File: src/rtl/interrupt_sequencer.sv
// Interrupt-entry sequencer: drains the pipeline, pushes the return PC and flags,
// fetches the handler vector, loads it into the PC, then tracks handler residency until RTI.
module interrupt_sequencer #(
  parameter int unsigned DRAIN_CYCLES = 3,
  parameter logic [31:0] VECTOR_ADDR  = 32'h0000_0000
) (
  input  logic        clk,
  input  logic        rst,
  input  logic        interrupt_signal,
  input  logic        ctrl_flow_busy,
  input  logic [31:0] pc_current,
  input  logic [2:0]  flags,
  input  logic        mem_ack,
  input  logic [15:0] mem_rdata,
  input  logic        rti_retired,
  output logic        stall_fetch,
  output logic        insert_bubble,
  output logic        mem_req,
  output logic        mem_op,
  output logic [31:0] mem_addr,
  output logic [15:0] mem_wdata,
  output logic        pc_load,
  output logic [31:0] pc_load_value,
  output logic        in_isr,
  output logic        irq_pending
);

  typedef enum logic [3:0] {
    IDLE,
    DRAIN,
    PUSH_PC_HI,
    PUSH_PC_LO,
    PUSH_FLAGS,
    RD_VEC_HI,
    RD_VEC_LO,
    LOAD_PC,
    IN_ISR
  } state_t;

  localparam logic [3:0] DRAIN_LOAD = 4'(DRAIN_CYCLES - 1);

  state_t      state, state_next;
  logic        irq_d;
  logic        pending;
  logic [31:0] saved_pc;
  logic [2:0]  saved_flags;
  logic [31:0] vec;
  logic [3:0]  count;
  logic        rise;
  logic        start;

  assign rise  = interrupt_signal & ~irq_d;
  assign start = (state == IDLE) & pending & ~ctrl_flow_busy;

  always_comb begin
    state_next = state;
    case (state)
      IDLE:       if (start) state_next = DRAIN;
      DRAIN:      if (count == 4'd0) state_next = PUSH_PC_HI;
      PUSH_PC_HI: if (mem_ack) state_next = PUSH_PC_LO;
      PUSH_PC_LO: if (mem_ack) state_next = PUSH_FLAGS;
      PUSH_FLAGS: if (mem_ack) state_next = RD_VEC_HI;
      RD_VEC_HI:  if (mem_ack) state_next = RD_VEC_LO;
      RD_VEC_LO:  if (mem_ack) state_next = LOAD_PC;
      LOAD_PC:    state_next = IN_ISR;
      IN_ISR:     if (rti_retired) state_next = IDLE;
      default:    state_next = IDLE;
    endcase
  end

  // A fresh rise always wins over the clear that happens on DRAIN entry.
  always_ff @(posedge clk) begin
    if (rst) begin
      state       <= IDLE;
      irq_d       <= 1'b0;
      pending     <= 1'b0;
      saved_pc    <= 32'd0;
      saved_flags <= 3'd0;
      vec         <= 32'd0;
      count       <= 4'd0;
    end else begin
      state   <= state_next;
      irq_d   <= interrupt_signal;
      pending <= rise | (pending & ~start);
      if (start) begin
        saved_pc    <= pc_current;
        saved_flags <= flags;
        count       <= DRAIN_LOAD;
      end else if (state == DRAIN && count != 4'd0) begin
        count <= count - 4'd1;
      end
      if (state == RD_VEC_HI && mem_ack) vec[31:16] <= mem_rdata;
      if (state == RD_VEC_LO && mem_ack) vec[15:0]  <= mem_rdata;
    end
  end

  always_comb begin
    stall_fetch   = 1'b0;
    insert_bubble = 1'b0;
    mem_req       = 1'b0;
    mem_op        = 1'b0;
    mem_addr      = 32'd0;
    mem_wdata     = 16'd0;
    pc_load       = 1'b0;
    pc_load_value = 32'd0;
    in_isr        = 1'b0;
    irq_pending   = pending;
    case (state)
      DRAIN: begin
        stall_fetch   = 1'b1;
        insert_bubble = 1'b1;
      end
      PUSH_PC_HI: begin
        stall_fetch   = 1'b1;
        insert_bubble = 1'b1;
        mem_req       = 1'b1;
        mem_wdata     = saved_pc[31:16];
      end
      PUSH_PC_LO: begin
        stall_fetch   = 1'b1;
        insert_bubble = 1'b1;
        mem_req       = 1'b1;
        mem_wdata     = saved_pc[15:0];
      end
      PUSH_FLAGS: begin
        stall_fetch   = 1'b1;
        insert_bubble = 1'b1;
        mem_req       = 1'b1;
        mem_wdata     = {13'd0, saved_flags};
      end
      RD_VEC_HI: begin
        stall_fetch   = 1'b1;
        insert_bubble = 1'b1;
        mem_req       = 1'b1;
        mem_op        = 1'b1;
        mem_addr      = VECTOR_ADDR;
      end
      RD_VEC_LO: begin
        stall_fetch   = 1'b1;
        insert_bubble = 1'b1;
        mem_req       = 1'b1;
        mem_op        = 1'b1;
        mem_addr      = VECTOR_ADDR + 32'd1;
      end
      // Fetch is released here so the handler address actually reaches the PC.
      LOAD_PC: begin
        insert_bubble = 1'b1;
        pc_load       = 1'b1;
        pc_load_value = vec;
      end
      IN_ISR: in_isr = 1'b1;
      default: ;
    endcase
  end

endmodule

File: config.mk
export PLATFORM = sky130hd
export DESIGN_NAME = interrupt_sequencer
export DESIGN_NICKNAME = d
export VERILOG_FILES = /design/src/rtl/interrupt_sequencer.sv
export SDC_FILE = /design/constraint.sdc
export NUM_CORES = 1
export LEC_CHECK = 0
export CORE_ASPECT_RATIO = 1.75
export CORE_MARGIN = 2
export CORE_UTILIZATION = 39
export CTS_CLUSTER_DIAMETER = 120
export CTS_CLUSTER_SIZE = 10
export DETAILED_ROUTE_END_ITERATION = 10
export GPL_TIMING_DRIVEN = 0
export HOLD_SLACK_MARGIN = 0.03
export PLACE_DENSITY = 0.78
export SLEW_MARGIN = 40
export SYNTH_ARGS = -nofsm -noshare
export SYNTH_HDL_FRONTEND = slang
export SYNTH_SLANG_ARGS = --single-unit
export TNS_END_PERCENT = 100
File: constraint.sdc
create_clock -name clk -period 1.7 [get_ports clk]
set_input_delay 0.34 -clock clk [delete_from_list [all_inputs] [get_ports clk]]
set_output_delay 0.34 -clock clk [all_outputs]
set_load 0.05 [all_outputs]
==> flow_summary.ini <==
[floorplanning]
num_rows = 46
ios = 144
core_um2 = 8920
start_util_pct = 39.6
die_width_um = 75.9
dieArea_um2 = 9860
die_h_um = 130

[critical_path]
cp_top_family = buffers and inverters
cpMostUsedCell = buf_8
r2r-start = state[1]
worstPathArrival_ps = 1810
cp_cell_sequence = buf_8 -> nand2_8 -> buf_12 -> nor2_4 -> clkbuf_8 -> and2_4 -> buf_8
path_max_fanout = 6
critical_path.startpoint = state[1]
start_kind = flop
rr_worst_depth = 9
critical_path_class = reg2out
cp-end-kind = output pin
max_stage_delay_ps = 370
crit_buf_inv = 4
rr_endpoint = state[2]
crit_path_top_delay_cell = dfxtp_4
crit_required_ps = 1360
r2r_slack_ps = -270

[grt]
antenna_found_initial = 0
grt_max_degree = 14
grt_pass1_vias = 3762
grt_pass1_wl_mm = 17.8
grt_util_all_layers_pct = 22.9
grt_overflow = 0

[run]
maxCapViolCount = 0

[place]
place_ws_ps = -1170
dpl_cell_area_um2 = 5020
place_congestion = 0.826
place_hpwl_mm = 7.64
port_buffers = 112
dp.cells = 723

[outcome]
run_status = complete, but fails checks
violations = negative setup slack

[timing]
period_share_pct = 126
worst_pin_slew_ps = 791
fin_ws_ps = -446
min_period_ps = 2150
slew_viol_final = 0
slew_headroom_pct = 47.2
rsz0062_at_grt = yes
hold_violations = 0
clock_skew_ps = 9.95
finalSetupViolCount = 96
fmax_mhz = 466

[cells_and_area]
fin_nets = 726
fin_util_pct = 77.9
mostFrequentLayoutCells = nand2_1, dfxtp_1, buf_4
finalNonFillerCells = 793
areaGrowthSynthToFinish_pct = 96.9
final_cell_area_um2 = 6950
drive_above_1_share_pct = 49.5
layout_commonest_cell = nand2_1
diodes = 0

[clock_tree]
cts_tree = built
cts_hold_buf = 0
h-tree-depth = 3
cts_buffer_depth = 2
cts-root-buf = clkbuf_16
cts_buffers = 9
clock_sinks = 77
path_clk_slew_ps = 60
clk-insertion-delay-late_ps = 340

[pwr]
powerDensity_nw_per_um2 = 990
ir_drop_mv = 0.760
fin_total_pwr_mw = 6.88
p_leak_nw = 2.94

[yosys]
syn_area_per_cell_um2 = 7.66
synth_edf_count = 0
ys_seq_area_share_pct = 43.7
synth_area_um2 = 3530
ys_ff_latch = 77
netlist_instances = 461
yosys_warnings = 0
yosysTopAreaCellShare_pct = 43.7
yosys_most_used_dff = dfxtp_1
async_reset_ff_share_pct = 0
yosys.cell_types.count = 34
synth.area.top_cells = dfxtp_1, nand2_1, a21oi_1, buf_4, and2_1
synth_top_area_cell = dfxtp_1

[min_path]
hold_start = vec[7]
worst_hold_path_type = reg2reg
worstHoldEndpoint = vec[7]
min_path_cells = 2

[drt]
ant_nets = 0
drtIter0Drc = 140
drc_errors = 0
routed_wl_mm = 14.0
wire_per_inst_um = 17.6
viasPerCell = 5.04
first_pass_iters = 4
vias = 3993
==> kinds of logic after synthesis <==
kind of cell / Yosys count / synth area share, %
simple gates: 219 / 28.2
compound gates: 95 / 15.7
flops: 77 / 43.7
buf+inv: 65 / 11.2
xor+xnor: 3 / 0.744
fa+ha+maj: 1 / 0.354
other cells: 1 / 0.106
==> state kept, by name (all words and copies together), names as in the netlist <==
name,flops
saved_flags,3
vec,32
irq_pending,1
count,4
saved_pc,32
irq_d,1
state,4
==> worst register-to-register path, cell delays in order (launching register included) <==
cell      delay, ps
dfxtp_4         370
buf_8           140
buf_4           120
buf_4           110
a31o_4          160
buf_6           110
buf_4           110
o32ai_4          90
or4_4           500
a211oi_2        180
==> metrics by stage <==
stage / hold WS (ps) / TNS, ps
2_1_floorplan: 423 / -1230
3_3_place_gp: 439 / -56730
3_5_place_dp: 444 / -59180
4_1_cts: 452 / -16610
5_1_grt: 467 / -29820
6_report: 453 / -25080
==> metal layers <==
layer / track usage (%) / vias up / part of all wire, %
li1: - / 1868 / -
met1: 20.8 / 1886 / 33
met2: 45.3 / 190 / 56
met3: 5.88 / 49 / 5.7
met4: 14.1 / 0 / 4.7
met5: 0 / - / 0
==> area by class of cell <==
| cell class | count | area [µm²] |
|---|---|---|
| multi-input cells | 350 | 2430 |
| repair buffers | 167 | 1970 |
| fillers | 537 | 1970 |
| flip-flops and latches | 77 | 1560 |
| plain buffers | 59 | 512 |
| clock buffers | 10 | 229 |
| well taps | 120 | 150 |
| clock inverters | 6 | 86.3 |
| inverters | 4 | 15.0 |
==> cells in the mapped netlist (2+ instances only) <==
cell type and count:
a21oi_1 70, a22o_1 15, a22oi_1 3, and2_1 33, and3_1 2, buf_2 5
buf_4 34, buf_6 2, clkbuf_1 19, dfxtp_1 77, inv_1 4, nand2_1 143
nand2b_1 4, nand3_1 5, nor2_1 10, nor2b_1 5, nor3_1 8, o21ai_0 3
or4_1 3, xor2_1 2
==> worst max path at each step <==
stage                              endpoint  cells past startpoint
final                     pc_load_value[28]                      7
after global routing           mem_wdata[3]                      8
after CTS                      mem_wdata[9]                      8
after detailed placement       mem_wdata[7]                      6
after global placement         mem_wdata[6]                      6
after floorplan                    state[2]                      6
==> report_power, final <==
part           internal, mW  total [mW]  leakage [nW]  switching (mW)
Sequential             1.93        2.03         0.627           0.101
Combinational          1.31        2.81          2.16            1.49
Clock                  1.29        2.04         0.153           0.756
Total                  4.53        6.88          2.94            2.35
==> what timing repair did <==
item | CTS | global route
resized for setup | 502 | 172
endpoints found under the setup margin | 113 | 118
gates cloned | 6 | 3
buffers inserted | 23 | 27
pin swaps | 23 | 77
Power figures use the tool's default switching activity.
